`config.mk`:
```
export PLATFORM = sky130hd
export DESIGN_NAME = mul_div_seq
export DESIGN_NICKNAME = d
export VERILOG_FILES = /design/src/rtl/mul_div_pkg.sv /design/src/rtl/mul_div_step.sv /design/src/rtl/mul_div_seq.sv
export SDC_FILE = /design/constraint.sdc
export NUM_CORES = 1
export LEC_CHECK = 0
export BUFFER_PORTS_ARGS = -buffer_cell sky130_fd_sc_hd__clkbuf_2
export CORE_ASPECT_RATIO = 1.1
export CORE_UTILIZATION = 55
export CTS_CLUSTER_SIZE = 8
export DETAILED_ROUTE_END_ITERATION = 12
export GPL_TIMING_DRIVEN = 0
export PLACE_DENSITY = 0.85
export SYNTH_ARGS = -nofsm -noshare
export SYNTH_HDL_FRONTEND = slang
export SYNTH_SLANG_ARGS = --single-unit
```
`constraint.sdc`:
```
create_clock -name clk -period 8.35 [get_ports clk]
set_input_delay 0.835 -clock clk [delete_from_list [all_inputs] [get_ports clk]]
set_output_delay 0.835 -clock clk [all_outputs]
set_load 0.01 [all_outputs]
```
`src/rtl/mul_div_pkg.sv`:
```
// Shared constants and types for the sequential RV32M multiply/divide unit.
// Holds the operand width, the iteration count, the func3 op encoding and the FSM states.
package mul_div_pkg;

    localparam int unsigned XLEN = 32;
    localparam int unsigned ITER = 32;

    typedef enum logic [2:0] {
        OpMul    = 3'b000,
        OpMulh   = 3'b001,
        OpMulhsu = 3'b010,
        OpMulhu  = 3'b011,
        OpDiv    = 3'b100,
        OpDivu   = 3'b101,
        OpRem    = 3'b110,
        OpRemu   = 3'b111
    } op_e;

    typedef enum logic [1:0] {
        StIdle,
        StCalc,
        StDone
    } state_e;

    function automatic logic op_a_signed(input op_e op);
        return op inside {OpMul, OpMulh, OpMulhsu, OpDiv, OpRem};
    endfunction

    function automatic logic op_b_signed(input op_e op);
        return op inside {OpMul, OpMulh, OpDiv, OpRem};
    endfunction

endpackage

```
`src/rtl/mul_div_step.sv`:
```
// One iteration of the unsigned datapath: shift-add for multiply, restoring
// shift-subtract for divide, on a 2*XLEN+1 bit accumulator.
module mul_div_step #(
    parameter int unsigned XLEN = 32
) (
    input  logic              is_div,
    input  logic [2*XLEN:0]   acc,
    input  logic [XLEN-1:0]   op_b,
    output logic [2*XLEN:0]   acc_next
);

    logic [XLEN:0]   mul_sum;
    logic [2*XLEN:0] shl;
    logic [XLEN+1:0] trial;

    always_comb begin
        // Multiply: low half holds the remaining multiplier bits, high half the partial product.
        mul_sum = acc[2*XLEN:XLEN] + (acc[0] ? {1'b0, op_b} : {(XLEN+1){1'b0}});
        shl     = {acc[2*XLEN-1:0], 1'b0};
        trial   = {1'b0, shl[2*XLEN:XLEN]} - {2'b00, op_b};
        if (is_div) begin
            if (!trial[XLEN+1]) begin
                acc_next = {trial[XLEN:0], shl[XLEN-1:1], 1'b1};
            end else begin
                acc_next = shl;
            end
        end else begin
            acc_next = {1'b0, mul_sum, acc[XLEN-1:1]};
        end
    end

endmodule

```
`src/rtl/mul_div_seq.sv`:
```
// Sequential RV32M multiply/divide unit: fixed ITER-cycle latency for every op,
// magnitude arithmetic with sign correction applied as the result is registered.
module mul_div_seq #(
    parameter int unsigned XLEN = mul_div_pkg::XLEN,
    parameter int unsigned ITER = mul_div_pkg::ITER
) (
    input  logic            clk,
    input  logic            rst,
    input  logic            start,
    input  logic [2:0]      func3,
    input  logic [XLEN-1:0] rs1,
    input  logic [XLEN-1:0] rs2,
    output logic [XLEN-1:0] result,
    output logic            busy,
    output logic            done,
    output logic            stall
);

    import mul_div_pkg::*;

    localparam int unsigned CW = $clog2(ITER + 1);

    state_e          state_q;
    op_e             func_q;
    logic            a_neg_q, b_neg_q;
    logic [XLEN-1:0] b_mag_q;
    logic [2*XLEN:0] acc_q, acc_next;
    logic [CW-1:0]   cnt_q;
    logic [XLEN-1:0] result_q;
    logic            busy_q, done_q;

    op_e             op_in;
    logic            a_neg_in, b_neg_in;
    logic [XLEN-1:0] a_mag_in, b_mag_in;
    logic [2*XLEN-1:0] prod_fix;
    logic [XLEN-1:0] quot_fix, rem_fix, result_d;

    mul_div_step #(
        .XLEN(XLEN)
    ) u_step (
        .is_div   (func_q[2]),
        .acc      (acc_q),
        .op_b     (b_mag_q),
        .acc_next (acc_next)
    );

    always_comb begin
        op_in    = op_e'(func3);
        a_neg_in = op_a_signed(op_in) & rs1[XLEN-1];
        b_neg_in = op_b_signed(op_in) & rs2[XLEN-1];
        a_mag_in = a_neg_in ? -rs1 : rs1;
        b_mag_in = b_neg_in ? -rs2 : rs2;
    end

    always_comb begin
        prod_fix = (a_neg_q ^ b_neg_q) ? -acc_next[2*XLEN-1:0] : acc_next[2*XLEN-1:0];
        // Divide by zero must leave the all-ones quotient unnegated.
        quot_fix = ((a_neg_q ^ b_neg_q) && (b_mag_q != '0)) ? -acc_next[XLEN-1:0]
                                                            : acc_next[XLEN-1:0];
        rem_fix  = a_neg_q ? -acc_next[2*XLEN-1:XLEN] : acc_next[2*XLEN-1:XLEN];
        unique case (func_q)
            OpMul:                     result_d = prod_fix[XLEN-1:0];
            OpMulh, OpMulhsu, OpMulhu: result_d = prod_fix[2*XLEN-1:XLEN];
            OpDiv, OpDivu:             result_d = quot_fix;
            OpRem, OpRemu:             result_d = rem_fix;
            default:                   result_d = rem_fix;
        endcase
    end

    always_ff @(posedge clk or posedge rst) begin
        if (rst) begin
            state_q  <= StIdle;
            func_q   <= OpMul;
            a_neg_q  <= 1'b0;
            b_neg_q  <= 1'b0;
            b_mag_q  <= '0;
            acc_q    <= '0;
            cnt_q    <= '0;
            result_q <= '0;
            busy_q   <= 1'b0;
            done_q   <= 1'b0;
        end else begin
            case (state_q)
                StIdle: begin
                    done_q <= 1'b0;
                    if (start) begin
                        func_q  <= op_in;
                        a_neg_q <= a_neg_in;
                        b_neg_q <= b_neg_in;
                        b_mag_q <= b_mag_in;
                        acc_q   <= {{(XLEN+1){1'b0}}, a_mag_in};
                        cnt_q   <= '0;
                        busy_q  <= 1'b1;
                        state_q <= StCalc;
                    end
                end
                StCalc: begin
                    acc_q <= acc_next;
                    cnt_q <= cnt_q + 1'b1;
                    if (cnt_q == CW'(ITER - 1)) begin
                        result_q <= result_d;
                        busy_q   <= 1'b0;
                        done_q   <= 1'b1;
                        state_q  <= StDone;
                    end
                end
                StDone: begin
                    done_q  <= 1'b0;
                    state_q <= StIdle;
                end
                default: state_q <= StIdle;
            endcase
        end
    end

    assign result = result_q;
    assign busy   = busy_q;
    assign done   = done_q;
    assign stall  = ((state_q == StIdle) && start) || (state_q == StCalc);

endmodule

```
After elaboration in Yosys (flattened, before gate mapping)
Index checks and enable logic that the tools add are counted.

word-level totals
  flip-flop bits (word level) = 144
  input bits = 70
  output and inout port bits = 35
  logic and storage cells = 79

operators by class
  add/subtract/negate cells = 8
  equality and inequality tests = 16
  muxes and demuxes = 21
  bitwise logic cells = 3
  reductions and logical operators = 21

operator list
  cell                 count
  $mux 65              3
  $mux 32              5
  $pmux 65 s2          1
  $neg 32->32          4
  $pmux 32 s4          1
  $mux 64              1
  $neg 64->64          1
  $sub 33x32->34       1
  $add 33x33->33       1
  $reduce_bool 32->1   1
  $eq 3x3->1 const B   6
  $pmux 6 s2           1
  $reduce_and 2->1     5
  $eq 3x2->1 const B   3
  $add 6x1->6 const B  1
  $eq 3x1->1 const B   2
  $eq 6x5->1 const B   1
  $logic_not 3->1      2
  $mux 6               1
  $reduce_or 2->1      3
  $reduce_bool 5->1    1
  $mux 2               2
  $ne 2x2->1 const B   2
  $pmux 1 s2           2
  13 further kinds     18

Logic depth before layout (Yosys ltp)
Gate-level depths: netlist of the first run.

  depth after elaboration = 6
  depth in mapped cells = 25
  depth with buffers taken out = 20

Hierarchy
A second synthesis of the first run with hierarchy kept.

second synthesis, totals
  cells, all modules = 1849
  area total of the unflattened synthesis = 14596.5 sq um

by module, submodules not included
  module        instances  cells each  area an instance (sq um)  sequential area each (sq um)
  mul_div_seq   1          1215        10134.7                   3603.5
  mul_div_step  1          634         4461.8                    0.0

Worst setup path before layout of the first run
OpenSTA, ideal clock, no wires.

  path type = register to register
  from = register b_mag_q[20]
  to = register result_q[28], in the netlist result[28]
  arrival = 4926 ps
  required time = 8273 ps
  slack = 3347 ps
  stages on the path, launching flop included = 23
  cell sequence = dfrtp_1 inv_1 ha_1 a21oi_2 o21ai_1 a311o_1 buf_6 a21o_4 a211oi_4 buf_6 clkbuf_1 a21oi_1 inv_1 ha_1 and3_1 clkbuf_1 nand2_1 or4_1 clkbuf_1 o41ai_2 xor2_1 nand2_1 a21oi_1

on the way
  cells in the longest elaborated chain, start to end = 6

ends and longest elaborated chain
  what                                       line                                    RTL
  from (decl)                                mul_div_seq.sv:26                       logic [XLEN-1:0] b_mag_q;
  from (signal assigned)                     mul_div_seq.sv:90                       b_mag_q <= b_mag_in;
  $sub 33x32->34 or $mux 32 (tied branches)  mul_div_step.sv:20, mul_div_step.sv:18
  $mux 65 or $add 33x33->33 (tied branches)  mul_div_step.sv:22, mul_div_step.sv:18
  $mux 65                                    mul_div_step.sv:21                      if (is_div) begin
  $neg 64->64 (tied with other cells)        mul_div_seq.sv:56                       prod_fix = (a_neg_q ^ b_neg_q) ? -acc_next[2*XLEN-1:0] : acc_next[2*XLEN-1:0];
  $mux 64 (tied with other cells)            mul_div_seq.sv:56
  $pmux 32 s4 *                              mul_div_seq.sv:61                       unique case (func_q)
  to (signal assigned)                       mul_div_seq.sv:101                      result_q <= result_d;
  to (decl)                                  mul_div_seq.sv:29                       logic [XLEN-1:0] result_q;

Mark *: on every way between the ends. The rest lies on a longest branch, timed or not.
A chain may end at the register's enable or synchronous reset.

Final worst setup path of the first run
  from = register func_q[2]
  to = register result_q[28], in the netlist result[28]

on the way
  cells in the longest elaborated chain, start to end = 4

ends and longest elaborated chain
  what                                 line                RTL
  from (decl)                          mul_div_seq.sv:24   op_e func_q;
  from (signal assigned)               mul_div_seq.sv:73   func_q <= OpMul;
  from (signal assigned)               mul_div_seq.sv:87   func_q <= op_in;
  $mux 65                              mul_div_step.sv:21
  $neg 64->64 (tied with other cells)  mul_div_seq.sv:56
  $mux 64 (tied with other cells)      mul_div_seq.sv:56
  $pmux 32 s4 *                        mul_div_seq.sv:61

Marked as above.

==> impl_metrics.env, run 1 <==
export IMPL_drt_iter0_markers=2464
export IMPL_yosys_most_used_dff="dfrtp_1"
export IMPL_vdd_drop_max_mv=0.251
export IMPL_fin_util_pct=62.2
export IMPL_clkTransAtPathRegs_ns=0.07
export IMPL_fp_row_count=63
export IMPL_grt_pass1_vias=16200
export IMPL_synth_warnings=0
export IMPL_ys_ff_latch=144
export IMPL_multiInputGateArea_sq_um=11100
export IMPL_finalWorstSetupSlack_ns=0.951
export IMPL_crit_fanout=10
export IMPL_antenna_cells=0
export IMPL_routedWlPerCell_um=25.1
export IMPL_hp_start="result[10]"
export IMPL_ctsResizeCount=0
export IMPL_setup_viol=0
export IMPL_setup_worst_path_class="reg -> reg"
export IMPL_cts_tree="done"
export IMPL_power_mw=8.52
export IMPL_rsz0062_at_grt="false"
export IMPL_ios=105
export IMPL_gp_congestion=1.04
export IMPL_antenna_left=0
export IMPL_min_to="result[10]"
export IMPL_hold_buffers=0
export IMPL_async_flop_share_pct=100
export IMPL_die_w_um=162
export IMPL_status="complete, no violations"
export IMPL_drc=0
export IMPL_post_place_ws_ns=1.34
export IMPL_finalSetupTns_ns=0
export IMPL_grt_ovfl_total=0
export IMPL_critical_path_buf_inv_count=12
export IMPL_ff2ff_setup_slack_ns=0.95
export IMPL_fmax_mhz=135
export IMPL_cts_path_max_buffers=2
export IMPL_p_leak_nw=7.09
export IMPL_wl_mm=63.3
export IMPL_worstReg2RegStart="func_q[2]"
export IMPL_reg2reg_to="result[28]"
export IMPL_final_common_cell="nand2_1"
export IMPL_grt_pass1_wl_mm=95.5
export IMPL_cp_data_required_time_ns=8.73
export IMPL_crit_arrival_ns=7.78
export IMPL_hp_class="reg -> reg"
export IMPL_register_area_sq_um=3600
export IMPL_min_period_ns=7.40
export IMPL_power_density_nw_per_um2=502
export IMPL_dp_hpwl_mm=48.9
export IMPL_clkSinkCount=144
export IMPL_dp_cells=2491
export IMPL_path_delay_family="buffers and inverters"
export IMPL_slowest_delay_ns=0.62
export IMPL_worst_setup_path_start_kind="flop"
export IMPL_clock_skew_ns=0.00890
export IMPL_clockRootBuffer="clkbuf_16"
export IMPL_grt_max_degree=81
export IMPL_post_cts_buffers=0
export IMPL_seq_area_frac_synth_pct=23.4
export IMPL_nFillCells=2532
export IMPL_syn_to_final_growth_pct=10.1
export IMPL_num_vias=17500
export IMPL_final_cell_mix="nand2_1 (256), o21ai_0 (179), a21oi_1 (163), dfrtp_1 (144), nor2_1 (135)"
export IMPL_r2r_cells=21
export IMPL_synth_enable_flop_cells=0
export IMPL_track_usage_pct=44.1
export IMPL_fin_nets=2294
export IMPL_syn_area_per_cell_sq_um=7.59
export IMPL_slew_viol_final=0
export IMPL_max_slew_margin_pct=6.52
export IMPL_path_cells="buf_2 > buf_2 > buf_2 > buf_2 > buf_4 > buf_2 > buf_2 > buf_1 > buf_2 > a21oi_1 > inv_1 > ha_1 > and3_1 > clkbuf_1 > nand2_1 > or4_1 > clkbuf_1 > o41ai_2 > xor2_1 > nand2_1 > a21oi_1"
export IMPL_hold_viol=0
export IMPL_antenna_found_initial=2
export IMPL_htreeDepth=4
export IMPL_clk_latency_ns=0.46
export IMPL_fin_cells=2523
export IMPL_start_util_pct=56.5
export IMPL_die_area_sq_um=28700
export IMPL_cp_common_cell="buf_2"
export IMPL_cap_violations=0
export IMPL_layout_drive_gt1_share_pct=9.46
export IMPL_ys_types=99
export IMPL_synth_fp_nets=2170
export IMPL_die_y_um=178
export IMPL_via_per_inst=6.95
export IMPL_core_sq_um=27300
export IMPL_crit_path_top_delay_cell="or4_1"
export IMPL_mappedNetlistArea_sq_um=15400
export IMPL_holdPathStages=2
export IMPL_drt_pre_antenna_iters=6
export IMPL_end_kind="flop"
export IMPL_post_route_period_util_pct=88.6
export IMPL_io_buffers=104
export IMPL_synthCells=2029
export IMPL_cts_made_buffers=17
export IMPL_tightest_slew_ns=1.38
==> cells in the mapped netlist (25+ instances only) <==
cell / number / area (sq um)
a21o_1: 27 / 203
o221ai_1: 27 / 236
inv_1: 69 / 259
o21ai_0: 179 / 896
nor2_1: 135 / 507
clkbuf_1: 90 / 338
a21oi_1: 163 / 816
xor2_1: 88 / 771
xnor2_1: 109 / 955
and2_1: 51 / 319
nor4_1: 25 / 156
a31oi_1: 32 / 200
and3_1: 26 / 163
nand2_1: 256 / 961
nand3_1: 38 / 190
dfrtp_1: 144 / 3600
nor3_1: 37 / 185
ha_1: 69 / 863
mux2i_1: 41 / 410
==> per-layer routing <==
layer / global-route usage [%] / wire length, um / up-vias
met3: 13.6 / 8210 / 262
li1: - / - / 7743
met2: 65.1 / 26500 / 1228
met4: 25.4 / 3910 / 0
met5: 0 / 0 / -
met1: 56.9 / 24700 / 8308
==> power by group <==
part / internal, mW / leakage (nW) / total (mW) / switching, mW
clock: 0.415 / 0.264 / 0.796 / 0.381
sequential: 1.00 / 1.75 / 1.40 / 0.405
combinational: 2.20 / 5.07 / 6.31 / 4.12
==> registers in the layout (all words and copies together) (netlist names) <==
signal	count
result	32
a_neg_q	1
acc_q	65
func_q	3
busy	1
state_q	2
done	1
b_mag_q	32
b_neg_q	1
cnt_q	6
==> worst max path at each step <==
stage	slack, ns	start	endpoint	cells after the start
3_3_place_gp	1.43	func_q[2]	result[28]	21
2_1_floorplan	3.35	b_mag_q[20]	result[28]	22
4_1_cts	1.32	func_q[2]	result[28]	21
6_report	0.95	func_q[2]	result[28]	21
3_5_place_dp	1.34	func_q[2]	result[28]	21
5_1_grt	0.81	func_q[2]	result[28]	21
==> through the flow <==
step	hold WS (ns)	cell area, sq um
6_report	0.486	17000
5_1_grt	0.510	17000
4_1_cts	0.486	17000
3_5_place_dp	0.471	16400
3_3_place_gp	0.466	16400
2_1_floorplan	0.457	15400
==> layout make-up <==
cell class	count	share of cell area, %
Multi-Input combinational cell	1696	65.2
Clock inverter	14	0.774
Inverter	71	1.60
Clock buffer	18	2.53
Timing Repair Buffer	105	3.23
Buffer	118	2.83
Tap cell	357	2.63
Sequential cell	144	21.2
==> tightest hold or removal path, delay by kind of cell, from the launching register on <==
family             cells  cell delay (ns)
and+or+nand+nor        1             0.05
DFF                    1             0.34
AOI/OAI and AO/OA      1             0.06
==> cell families (layout without fill, tap and decap cells) <==
kind of cell             after synthesis  in the layout  share of synthesized area, %
multiplexers                          51             51                          3.47
adder cells (fa/ha/maj)               71             71                          5.86
buffers and inverters                189            326                          4.85
AND/OR/NAND/NOR                      684            684                          21.4
flip-flops                           144            144                          23.4
XOR/XNOR                             197            197                          11.2
AO/OA/AOI/OAI                        693            693                          29.8
No activity file was read; power rests on OpenSTA's default activity.
==> run 2: changes to the inputs <==
--- a/config.mk
+++ b/config.mk
@@ -7,6 +7,7 @@
 export LEC_CHECK = 0
 export BUFFER_PORTS_ARGS = -buffer_cell sky130_fd_sc_hd__clkbuf_2
 export CORE_ASPECT_RATIO = 1.1
+export CORE_MARGIN = 4
 export CORE_UTILIZATION = 55
 export CTS_CLUSTER_SIZE = 8
 export DETAILED_ROUTE_END_ITERATION = 12
==> run 2 against run 1 <==
  * First-iteration DRC count is 2.7% lower
  * Sequential cell count stayed put
  * Setup slack worse by 0.027 ns
  * Clock-buffer cell count is 2 higher
  * Final area is 0.27% higher
  * Via count is 1.0% lower
  * Wire length is 2.4% higher
  * Largest power group unchanged
  * Fmax is 0.37% lower
==> impl_metrics.env, run 2 (same netlist as run 1, synthesis figures left out) <==
export IMPL_status="complete, no violations"
export IMPL_path_cells="buf_2 > buf_2 > buf_2 > buf_2 > buf_4 > buf_2 > buf_2 > buf_1 > buf_2 > a21oi_1 > inv_1 > ha_1 > and3_1 > clkbuf_1 > nand2_1 > or4_1 > clkbuf_1 > o41ai_2 > xor2_1 > nand2_1 > a21oi_1"
export IMPL_crit_fanout=10
export IMPL_clock_skew_ns=0.0123
export IMPL_p_leak_nw=7.10
export IMPL_hold_buffers=0
export IMPL_cap_violations=0
export IMPL_top_register="acc_q"
export IMPL_clockRootBuffer="clkbuf_16"
export IMPL_final_cell_mix="nand2_1 (256), o21ai_0 (179), a21oi_1 (163), dfrtp_1 (144), nor2_1 (135)"
export IMPL_core_sq_um=27700
export IMPL_slowest_delay_ns=0.65
export IMPL_slew_viol_final=0
export IMPL_min_period_ns=7.43
export IMPL_largest_reg_flops=65
export IMPL_ctsResizeCount=0
export IMPL_clkSinkCount=144
export IMPL_die_w_um=168
export IMPL_startpoint="func_q[2]"
export IMPL_cts_made_buffers=17
export IMPL_ios=105
export IMPL_drt_pre_antenna_iters=8
export IMPL_holdPathStages=2
export IMPL_routedWlPerCell_um=25.6
export IMPL_r2r_cells=21
export IMPL_fp_row_count=64
export IMPL_clk_latency_ns=0.45
export IMPL_end_kind="flop"
export IMPL_wl_met1_mm=26.2
export IMPL_fin_nets=2294
export IMPL_die_y_um=184
export IMPL_antenna_found_initial=1
export IMPL_finalSetupTns_ns=0
export IMPL_rsz0062_at_grt="false"
export IMPL_register_area_sq_um=3600
export IMPL_post_cts_buffers=0
export IMPL_worst_setup_path_start_kind="flop"
export IMPL_antenna_left=0
export IMPL_drt_iter0_markers=2398
export IMPL_wl_mm=64.8
export IMPL_nFillCells=2583
export IMPL_cts_tree="done"
export IMPL_ff2ff_setup_slack_ns=0.92
export IMPL_vdd_drop_max_mv=0.248
export IMPL_power_mw=8.57
export IMPL_die_area_sq_um=30800
export IMPL_fin_cells=2530
export IMPL_crit_path_top_delay_cell="or4_1"
export IMPL_reg2reg_to="result[28]"
export IMPL_fmax_mhz=135
export IMPL_via_per_inst=6.86
export IMPL_final_common_cell="nand2_1"
export IMPL_track_usage_pct=40.7
export IMPL_fin_util_pct=61.4
export IMPL_cts_path_max_buffers=2
export IMPL_layout_drive_gt1_share_pct=9.37
export IMPL_start_util_pct=55.6
export IMPL_grt_pass1_wl_mm=96.7
export IMPL_dp_cells=2497
export IMPL_clkTransAtPathRegs_ns=0.07
export IMPL_cp_data_required_time_ns=8.73
export IMPL_hold_viol=0
export IMPL_grt_max_degree=79
export IMPL_num_vias=17400
export IMPL_multiInputGateArea_sq_um=11100
export IMPL_htreeDepth=4
export IMPL_worstReg2RegStart="func_q[2]"
export IMPL_power_density_nw_per_um2=504
export IMPL_route_met2_wl_mm=27.3
export IMPL_cp_common_cell="buf_2"
export IMPL_max_slew_margin_pct=12.7
export IMPL_setup_viol=0
export IMPL_drc=0
export IMPL_dp_hpwl_mm=50.8
export IMPL_highest_layer="met4"
export IMPL_min_to="result[1]"
export IMPL_syn_to_final_growth_pct=10.4
export IMPL_setup_worst_path_class="reg -> reg"
export IMPL_io_buffers=104
export IMPL_grt_pass1_vias=16200
export IMPL_tightest_slew_ns=1.30
export IMPL_gp_congestion=1.02
export IMPL_crit_arrival_ns=7.81
export IMPL_hp_class="reg -> reg"
export IMPL_met3_length_mm=7.83
export IMPL_hp_start="result[1]"
export IMPL_post_route_period_util_pct=88.9
export IMPL_grt_ovfl_total=0
-- run 2: layout make-up --
type                            count  area share, %
Timing Repair Buffer              105           3.22
Sequential cell                   144           21.2
Clock inverter                     12          0.941
Multi-Input combinational cell   1696           65.0
Clock buffer                       20           2.57
Buffer                            118           2.82
Tap cell                          363           2.67
Inverter                           71           1.60
Antenna cell                        1         0.0147
-- run 2: critical path, delay by kind of cell (launching register included) --
kind	cells	cell delay (ns)
flops	1	0.48
simple gates	4	1.38
buf+inv	12	4.21
fa+ha+maj	1	0.29
xor+xnor	1	0.18
compound gates	3	0.78
-- run 2: worst max-delay path by stage --
| stage | to | slack [ns] | cells past startpoint |
|---|---|---|---|
| 4_1_cts | result[28] | 1.31 | 21 |
| 5_1_grt | result[22] | 0.89 | 21 |
| 2_1_floorplan | result[28] | 3.35 | 22 |
| 6_report | result[28] | 0.92 | 21 |
| 3_5_place_dp | result[28] | 1.30 | 21 |
| 3_3_place_gp | result[28] | 1.35 | 21 |
-- run 2: where the power goes --
part	internal (mW)	total, mW	switching, mW
combinational	2.20	6.34	4.15
clock	0.472	0.822	0.349
sequential	1.00	1.40	0.403
-- run 2: through the flow --
| stage | hold WS (ns) | setup slack, ns | cell area [sq um] |
|---|---|---|---|
| floorplan | 0.457 | 3.35 | 15400 |
| global placement | 0.462 | 1.35 | 16400 |
| detailed placement | 0.464 | 1.30 | 16400 |
| CTS | 0.485 | 1.31 | 17000 |
| global route | 0.531 | 0.887 | 17000 |
| finish | 0.485 | 0.924 | 17000 |
-- run 2: layer usage --
metal	global-route usage [%]	vias up
met2	60.6	1173
met3	10.8	224
met5	0	-
met4	19.8	0
li1	-	7759
met1	55.0	8209
